--- config.mk ---
export PLATFORM = sky130hd
export DESIGN_NAME = ex_mem_stage_flat
export DESIGN_NICKNAME = d
export VERILOG_FILES = /design/src/rtl/ex_mem_if.sv /design/src/rtl/ex_mem_stage.sv /design/src/flat_wrapper.sv
export SDC_FILE = /design/constraint.sdc
export NUM_CORES = 1
export LEC_CHECK = 0
export BUFFER_PORTS_ARGS = -buffer_cell sky130_fd_sc_hd__buf_4
export CORE_MARGIN = 1.5
export CORE_UTILIZATION = 49
export CTS_CLUSTER_SIZE = 12
export DETAILED_ROUTE_END_ITERATION = 16
export GPL_TIMING_DRIVEN = 0
export PLACE_DENSITY = 0.8
export SYNTH_ARGS = -nofsm -noshare
export SYNTH_HDL_FRONTEND = slang
export SYNTH_SLANG_ARGS = --single-unit
export TNS_END_PERCENT = 1
--- constraint.sdc ---
create_clock -name clk -period 5.21 [get_ports clk]
set_clock_uncertainty 0.1 [all_clocks]
set_input_delay 0.521 -clock clk [delete_from_list [all_inputs] [get_ports clk]]
set_output_delay 0.521 -clock clk [all_outputs]
set_load 0.02 [all_outputs]
--- src/rtl/ex_mem_if.sv ---
// EX-to-MEM stage bundle: EX-side instruction fields, MEM-side hold/squash
// controls, the registered MEM-side outputs and the fetch redirect.
// The exc_valid/exc_cause pair exists only when EX_MEM_MISALIGN_EN is defined.
interface ex_mem_if #(
  parameter int DATA_WIDTH     = 32,
  parameter int REG_ADDR_WIDTH = 5
);
  // EX side
  logic                      in_valid;
  logic                      in_ready;
  logic [DATA_WIDTH-1:0]     alu_out;
  logic                      branch_taken;
  logic                      is_branch;
  logic                      is_jal;
  logic                      is_jalr;
  logic [DATA_WIDTH-1:0]     pc;
  logic [DATA_WIDTH-1:0]     imm;
  logic [DATA_WIDTH-1:0]     rs1_data;
  logic [DATA_WIDTH-1:0]     rs2_data;
  logic [REG_ADDR_WIDTH-1:0] rd;
  logic                      reg_write;
  logic                      mem_read;
  logic                      mem_write;
  logic [2:0]                funct3;

  // Pipeline control
  logic                      mem_stall;
  logic                      flush;

  // MEM side
  logic                      out_valid;
  logic [DATA_WIDTH-1:0]     out_result;
  logic [DATA_WIDTH-1:0]     out_store_data;
  logic [REG_ADDR_WIDTH-1:0] out_rd;
  logic                      out_reg_write;
  logic                      out_mem_read;
  logic                      out_mem_write;
  logic [2:0]                out_funct3;

  // Fetch redirect
  logic                      redirect_valid;
  logic [DATA_WIDTH-1:0]     redirect_pc;

`ifdef EX_MEM_MISALIGN_EN
  logic                      exc_valid;
  logic [1:0]                exc_cause;
`endif

  // Producer of instructions and pipeline controls (EX / hazard unit)
  modport master (
    output in_valid, alu_out, branch_taken, is_branch, is_jal, is_jalr,
    output pc, imm, rs1_data, rs2_data, rd, reg_write, mem_read, mem_write, funct3,
    output mem_stall, flush,
    input  in_ready,
    input  out_valid, out_result, out_store_data, out_rd,
    input  out_reg_write, out_mem_read, out_mem_write, out_funct3,
`ifdef EX_MEM_MISALIGN_EN
    input  exc_valid, exc_cause,
`endif
    input  redirect_valid, redirect_pc
  );

  // The pipeline register itself
  modport slave (
    input  in_valid, alu_out, branch_taken, is_branch, is_jal, is_jalr,
    input  pc, imm, rs1_data, rs2_data, rd, reg_write, mem_read, mem_write, funct3,
    input  mem_stall, flush,
    output in_ready,
    output out_valid, out_result, out_store_data, out_rd,
    output out_reg_write, out_mem_read, out_mem_write, out_funct3,
`ifdef EX_MEM_MISALIGN_EN
    output exc_valid, exc_cause,
`endif
    output redirect_valid, redirect_pc
  );
endinterface

--- src/rtl/ex_mem_stage.sv ---
// EX-to-MEM pipeline register of the RV32I core.
// Captures ALU result, store data and control, resolves branches/jumps into
// a one-cycle registered fetch redirect, holds under mem_stall and squashes
// on flush (flush beats both capture and stall).
// Optional feature macro: EX_MEM_MISALIGN_EN adds misalignment exceptions
// (exc_valid/exc_cause) for taken targets and load/store addresses.
module ex_mem_stage #(
  parameter int DATA_WIDTH     = 32,
  parameter int REG_ADDR_WIDTH = 5
) (
  input  logic    clk,
  input  logic    rst,
  ex_mem_if.slave bus
);

  typedef enum logic [1:0] {
    EMPTY = 2'd0,
    FULL  = 2'd1,
    HELD  = 2'd2
  } state_t;

  state_t state_reg, state_next;

  logic                      valid_int;
  logic                      in_ready_int;
  logic                      capture;

  logic                      take;
  logic                      redirect_ok;
  logic                      mem_kill;
  logic [DATA_WIDTH-1:0]     pc_target;
  logic [DATA_WIDTH-1:0]     jalr_sum;
  logic [DATA_WIDTH-1:0]     target;

  logic [DATA_WIDTH-1:0]     result_reg;
  logic [DATA_WIDTH-1:0]     store_data_reg;
  logic [REG_ADDR_WIDTH-1:0] rd_reg;
  logic                      reg_write_reg;
  logic                      mem_read_reg;
  logic                      mem_write_reg;
  logic [2:0]                funct3_reg;
  logic                      redirect_valid_reg;
  logic [DATA_WIDTH-1:0]     redirect_pc_reg;

  // Any non-EMPTY state means the MEM side holds a live instruction.
  assign valid_int    = (state_reg != EMPTY);
  assign in_ready_int = !valid_int || !bus.mem_stall;
  assign capture      = bus.in_valid && in_ready_int && !bus.flush;

  // Control-flow resolution; all target arithmetic wraps silently.
  assign take      = bus.is_jal || bus.is_jalr || (bus.is_branch && bus.branch_taken);
  assign pc_target = bus.pc + bus.imm;
  assign jalr_sum  = bus.rs1_data + bus.imm;
  assign target    = bus.is_jalr ? {jalr_sum[DATA_WIDTH-1:1], 1'b0} : pc_target;

`ifdef EX_MEM_MISALIGN_EN
  logic       target_mis;
  logic       access_mis;
  logic       load_mis;
  logic       store_mis;
  logic       exc_det;
  logic [1:0] exc_cause_det;
  logic       exc_valid_reg;
  logic [1:0] exc_cause_reg;

  // Address checks: funct3[1:0] encodes the access size (byte/half/word).
  always_comb begin
    target_mis    = take && (target[1:0] != 2'b00);
    access_mis    = ((bus.funct3[1:0] == 2'b01) && bus.alu_out[0]) ||
                    ((bus.funct3[1:0] == 2'b10) && (bus.alu_out[1:0] != 2'b00));
    load_mis      = bus.mem_read  && !bus.is_branch && access_mis;
    store_mis     = bus.mem_write && !bus.is_branch && access_mis;
    exc_det       = target_mis || load_mis || store_mis;
    exc_cause_det = 2'd2;
    if (target_mis) begin
      exc_cause_det = 2'd0;
    end else if (load_mis) begin
      exc_cause_det = 2'd1;
    end
    redirect_ok   = take && !target_mis;
    mem_kill      = bus.is_branch || load_mis || store_mis;
  end

  // Exception flag travels with the captured instruction; flush drops it.
  always_ff @(posedge clk or posedge rst) begin
    if (rst) begin
      exc_valid_reg <= 1'b0;
      exc_cause_reg <= 2'd0;
    end else if (bus.flush) begin
      exc_valid_reg <= 1'b0;
    end else if (capture) begin
      exc_valid_reg <= exc_det;
      exc_cause_reg <= exc_cause_det;
    end
  end

  assign bus.exc_valid = exc_valid_reg && valid_int;
  assign bus.exc_cause = exc_cause_reg;
`else
  // Without the misalignment checks only branches suppress memory controls.
  always_comb begin
    redirect_ok = take;
    mem_kill    = bus.is_branch;
  end
`endif

  // State register.
  always_ff @(posedge clk or posedge rst) begin
    if (rst) begin
      state_reg <= EMPTY;
    end else begin
      state_reg <= state_next;
    end
  end

  // Next-state logic: flush first, then stall hold, then capture/drain.
  always_comb begin
    state_next = state_reg;
    if (bus.flush) begin
      state_next = EMPTY;
    end else begin
      case (state_reg)
        EMPTY: begin
          if (capture) begin
            state_next = FULL;
          end
        end
        FULL, HELD: begin
          if (bus.mem_stall) begin
            state_next = HELD;
          end else if (capture) begin
            state_next = FULL;
          end else begin
            state_next = EMPTY;
          end
        end
        default: state_next = EMPTY;
      endcase
    end
  end

  // Payload loads only on capture, so it is frozen while held and kept on flush.
  always_ff @(posedge clk or posedge rst) begin
    if (rst) begin
      result_reg     <= '0;
      store_data_reg <= '0;
      rd_reg         <= '0;
      reg_write_reg  <= 1'b0;
      mem_read_reg   <= 1'b0;
      mem_write_reg  <= 1'b0;
      funct3_reg     <= 3'd0;
    end else if (capture) begin
      result_reg     <= bus.alu_out;
      store_data_reg <= bus.rs2_data;
      rd_reg         <= bus.rd;
      reg_write_reg  <= bus.reg_write && !bus.is_branch;
      mem_read_reg   <= bus.mem_read  && !mem_kill;
      mem_write_reg  <= bus.mem_write && !mem_kill;
      funct3_reg     <= bus.funct3;
    end
  end

  // Redirect is a pulse: only the edge that captures a taken jump/branch sets it.
  always_ff @(posedge clk or posedge rst) begin
    if (rst) begin
      redirect_valid_reg <= 1'b0;
      redirect_pc_reg    <= '0;
    end else begin
      redirect_valid_reg <= capture && redirect_ok;
      redirect_pc_reg    <= (capture && redirect_ok) ? target : '0;
    end
  end

  assign bus.in_ready       = in_ready_int;
  assign bus.out_valid      = valid_int;
  assign bus.out_result     = result_reg;
  assign bus.out_store_data = store_data_reg;
  assign bus.out_rd         = rd_reg;
  assign bus.out_reg_write  = reg_write_reg && valid_int;
  assign bus.out_mem_read   = mem_read_reg  && valid_int;
  assign bus.out_mem_write  = mem_write_reg && valid_int;
  assign bus.out_funct3     = funct3_reg;
  assign bus.redirect_valid = redirect_valid_reg;
  assign bus.redirect_pc    = redirect_pc_reg;

endmodule

--- src/flat_wrapper.sv ---
// flat-port wrapper written by rule: the top's interface ports become plain ports
module ex_mem_stage_flat 
#(
  parameter int DATA_WIDTH     = 32,
  parameter int REG_ADDR_WIDTH = 5
)
  (clk, rst, bus_in_valid, bus_alu_out, bus_branch_taken, bus_is_branch, bus_is_jal, bus_is_jalr, bus_pc, bus_imm, bus_rs1_data, bus_rs2_data, bus_rd, bus_reg_write, bus_mem_read, bus_mem_write, bus_funct3, bus_mem_stall, bus_flush, bus_in_ready, bus_out_valid, bus_out_result, bus_out_store_data, bus_out_rd, bus_out_reg_write, bus_out_mem_read, bus_out_mem_write, bus_out_funct3, bus_redirect_valid, bus_redirect_pc);
  ex_mem_if #(.DATA_WIDTH(DATA_WIDTH), .REG_ADDR_WIDTH(REG_ADDR_WIDTH)) bus_i ();
  input  logic clk;
  input  logic rst;
  input wire logic [$bits(bus_i.in_valid)-1:0] bus_in_valid;
  input wire logic [$bits(bus_i.alu_out)-1:0] bus_alu_out;
  input wire logic [$bits(bus_i.branch_taken)-1:0] bus_branch_taken;
  input wire logic [$bits(bus_i.is_branch)-1:0] bus_is_branch;
  input wire logic [$bits(bus_i.is_jal)-1:0] bus_is_jal;
  input wire logic [$bits(bus_i.is_jalr)-1:0] bus_is_jalr;
  input wire logic [$bits(bus_i.pc)-1:0] bus_pc;
  input wire logic [$bits(bus_i.imm)-1:0] bus_imm;
  input wire logic [$bits(bus_i.rs1_data)-1:0] bus_rs1_data;
  input wire logic [$bits(bus_i.rs2_data)-1:0] bus_rs2_data;
  input wire logic [$bits(bus_i.rd)-1:0] bus_rd;
  input wire logic [$bits(bus_i.reg_write)-1:0] bus_reg_write;
  input wire logic [$bits(bus_i.mem_read)-1:0] bus_mem_read;
  input wire logic [$bits(bus_i.mem_write)-1:0] bus_mem_write;
  input wire logic [$bits(bus_i.funct3)-1:0] bus_funct3;
  input wire logic [$bits(bus_i.mem_stall)-1:0] bus_mem_stall;
  input wire logic [$bits(bus_i.flush)-1:0] bus_flush;
  output wire logic [$bits(bus_i.in_ready)-1:0] bus_in_ready;
  output wire logic [$bits(bus_i.out_valid)-1:0] bus_out_valid;
  output wire logic [$bits(bus_i.out_result)-1:0] bus_out_result;
  output wire logic [$bits(bus_i.out_store_data)-1:0] bus_out_store_data;
  output wire logic [$bits(bus_i.out_rd)-1:0] bus_out_rd;
  output wire logic [$bits(bus_i.out_reg_write)-1:0] bus_out_reg_write;
  output wire logic [$bits(bus_i.out_mem_read)-1:0] bus_out_mem_read;
  output wire logic [$bits(bus_i.out_mem_write)-1:0] bus_out_mem_write;
  output wire logic [$bits(bus_i.out_funct3)-1:0] bus_out_funct3;
  output wire logic [$bits(bus_i.redirect_valid)-1:0] bus_redirect_valid;
  output wire logic [$bits(bus_i.redirect_pc)-1:0] bus_redirect_pc;
  assign bus_i.in_valid = bus_in_valid;
  assign bus_i.alu_out = bus_alu_out;
  assign bus_i.branch_taken = bus_branch_taken;
  assign bus_i.is_branch = bus_is_branch;
  assign bus_i.is_jal = bus_is_jal;
  assign bus_i.is_jalr = bus_is_jalr;
  assign bus_i.pc = bus_pc;
  assign bus_i.imm = bus_imm;
  assign bus_i.rs1_data = bus_rs1_data;
  assign bus_i.rs2_data = bus_rs2_data;
  assign bus_i.rd = bus_rd;
  assign bus_i.reg_write = bus_reg_write;
  assign bus_i.mem_read = bus_mem_read;
  assign bus_i.mem_write = bus_mem_write;
  assign bus_i.funct3 = bus_funct3;
  assign bus_i.mem_stall = bus_mem_stall;
  assign bus_i.flush = bus_flush;
  assign bus_in_ready = bus_i.in_ready;
  assign bus_out_valid = bus_i.out_valid;
  assign bus_out_result = bus_i.out_result;
  assign bus_out_store_data = bus_i.out_store_data;
  assign bus_out_rd = bus_i.out_rd;
  assign bus_out_reg_write = bus_i.out_reg_write;
  assign bus_out_mem_read = bus_i.out_mem_read;
  assign bus_out_mem_write = bus_i.out_mem_write;
  assign bus_out_funct3 = bus_i.out_funct3;
  assign bus_redirect_valid = bus_i.redirect_valid;
  assign bus_redirect_pc = bus_i.redirect_pc;
  ex_mem_stage #(.DATA_WIDTH(DATA_WIDTH), .REG_ADDR_WIDTH(REG_ADDR_WIDTH)) u_core (.clk(clk), .rst(rst), .bus(bus_i));
endmodule
==> flow_summary.toml <==
[yosys]
synth_nets = 1181
syn_area_mm2 = 0.007606
synth_commonest_cells = "nand2_1 (259), dfrtp_1 (110), a21oi_1 (64)"
ys_types = 64
ys_async_sr_fraction_pct = 100.0
synth.area.top_cells = "dfrtp_1 (36%), nand2_1 (13%), ha_1 (10%)"
yosysMostFrequentCell = "nand2_1"
synth_cells = 936
ys_seq_area_share_pct = 36.19
yosysWarnings = 0
avgSynthCellArea_um2 = 8.126
synth_edf_count = 0
yosysTopAreaCellShare_pct = 36.19
synth_seq_cells = 110
yosysTopAreaCell = "dfrtp_1"
synth_flop_cell = "dfrtp_1"

[clock_network]
clock_sinks = 110
cts_setup_buffers = 0
numCtsBuffers = 9
cts_tree = "yes"
root_buffer = "clkbuf_16"
postCtsHoldBufs = 0
htreeDepth = 3
clockBufferDepth = 2
path_clk_slew_ps = 80
post_cts_resized = 0
clk_latency_ps = 340

[critical_path]
ff2ff_setup_slack_ps = 2050
max_stage_delay_ps = 430
cp_cell_sequence = "buf_4 > ha_1 > inv_1 > fa_1 > nand2b_1 > a211oi_1 > o31ai_1 > a21oi_1 > o211ai_1 > a31oi_1 > xnor2_1 > a221oi_1"
cp_slowest_cell = "a211oi_1"
critPathMaxFanout = 4
end_kind = "flip-flop"
r2r_start = "u_core.state_reg[0]"
crit_end = "u_core.bus.redirect_pc[24]"
r2r-end = "u_core.bus.redirect_pc[29]"
crit_start = "bus_imm[0]"
worst-endpoint-arrival_ps = 3370
ff2ff_path_depth = 12
crit_type = "in2reg"
start_kind = "input port"
worstPathRequired_ps = 5330

[min_path]
hp-class = "in2async"

[timing]
setup-violations-final = 0
timing.fmax_mhz = 306.9
rsz0062_at_grt = "false"
finalCriticalPeriod_ps = 3258
setup_ws_ps = 1952
hold_viol = 0
hold_ws_ps = 114.3
relSlewSlack_pct = 45.01
period_share_pct = 62.54
worst_slew_pin_slew_ps = 821.8
slew_viol_final = 0
fin_setup_tns_ps = 0

[placed_design]
place_ws_ps = 1615
gp_congestion = 0.9577
port_buffers = 288
hpwlAfterDp_um = 18740
dpl_cell_area_mm2 = 0.01003

[pwr]
p_int_w = 0.001807
peakVddDrop_mv = 0.1562
combPwrFrac_pct = 38.1
p_seq_share_pct = 36.4
switching_share_pct = 35.50
power_leakage_nw = 5.462
p_per_area_mw_per_mm2 = 271.0
p_switching_w = 0.0009949
power_frac_clock_pct = 25.5

[global_route]
grt.met2_usage_pct = 48.84
track_usage_pct = 27.49
grt_pass1_vias = 7181
grt.overflow.total = 0
top_usage_layer = "met2"
grt_max_degree = 71
grt_pass1_wl_um = 35370
grt_util_met1_pct = 33.74
grt_use_met3_pct = 4.606
antenna_found_initial = 0

[finish]
utilization_pct = 68.02
final_nets = 1481
layout-drive-gt1-share_pct = 26.35
n_antenna_cell = 0
final_area_mm2 = 0.01034
area_growth_pct = 35.96

[drt]
vias_per_cell = 5.475
routedWlPerCell_um = 16.12
ant_nets = 0
drc_errors = 0
dr_total_vias = 7824
routed_wl_um = 23030
drt-initial-drc-count = 432
firstDrtPassIters = 5

[die]
rows = 45
start_util_pct = 50.03
die_area_mm2 = 0.01628
coreArea_mm2 = 0.01520
chipWidth_um = 127.6
die_h_um = 127.6
ioPinCount = 290

[run_status]
status = "completed"

[run]
drv_cap = 0
-- layout by cell type (no fill, tap or decap), types with 4 or more instances in the layout --
cell type and n:
nand3b_1 6, o21ai_0 40, o21bai_1 7, nor2_1 56
o211ai_1 7, dfrtp_1 110, nand2b_1 11, a22o_1 4
clkbuf_16 9, or3_1 5, mux2i_1 8, a21o_1 27
nand4_1 16, o31ai_1 4, buf_4 289, nor3_1 12
inv_1 34, a21oi_1 64, clkbuf_1 29, o2111ai_1 5
xor2_1 15, a211oi_1 12, ha_1 63, buf_1 6
o21a_1 9, nand3_1 19, nand2_1 259, and3_1 9
o22ai_1 6, xnor2_1 25, a31oi_1 8
-- critical path, delay by kind of cell --
| family | cells | cell delay, ps |
|---|---|---|
| AO/OA/AOI/OAI | 6 | 1700 |
| buffers and inverters | 2 | 180 |
| AND/OR/NAND/NOR | 1 | 210 |
| XOR/XNOR | 1 | 120 |
| adder cells (fa/ha/maj) | 2 | 620 |
-- through the flow --
step                      instances  total power [W]
after floorplan                 936         0.001661
after CTS                      1429         0.002809
after detailed placement       1413         0.002096
after global routing           1429         0.002952
final                          1429         0.002802
after global placement         1412         0.002075
-- how the worst min path moves through the flow --
stage | from | to | slack (ps) | depth (start not counted)
final | rst | u_core.bus.out_result[19] | 110 | 2
after global routing | rst | u_core.bus.out_store_data[10] | 160 | 2
after global placement | u_core.bus.out_store_data[28] | u_core.bus.out_store_data[28] | 360 | 2
after floorplan | u_core.mem_read_reg | u_core.mem_read_reg | 400 | 2
after detailed placement | u_core.bus.out_result[29] | u_core.bus.out_result[29] | 360 | 2
after CTS | rst | u_core.bus.out_result[24] | 130 | 2
-- metal layers --
| metal | routed length [µm] | share of wire, % |
|---|---|---|
| met1 | 9337 | 41 |
| met2 | 11290 | 49 |
| met3 | 1813 | 7.9 |
| met4 | 591 | 2.6 |
| met5 | 0 | 0 |
-- kinds of logic (layout without fill, tap and decap cells) --
group,Yosys count,after routing,share of synthesized area (%)
compound gates,234,234,20.86
mux,8,8,1.053
buf+inv,75,380,3.800
fa+ha+maj,65,65,10.89
xor+xnor,40,40,4.606
flops,110,110,36.19
simple gates,404,404,22.60
-- layout make-up --
class,count,area (µm²)
inverters,36,137.6
flip-flops and latches,110,2753
plain buffers,39,153.9
repair buffers,289,2190
clock inverters,7,82.58
well taps,188,235.2
clock buffers,9,225.2
fillers,1300,4861
multi-input cells,751,4564
-- power groups by stage --
stage               Clock [W]  Combinational [W]  Sequential (W)
global route         0.000760            0.00116         0.00103
global placement            0            0.00104         0.00103
CTS                  0.000725            0.00107         0.00102
finish               0.000715            0.00107         0.00102
detailed placement          0            0.00106         0.00104
floorplan                   0           0.000494         0.00117
Power figures use the tool's default switching activity.
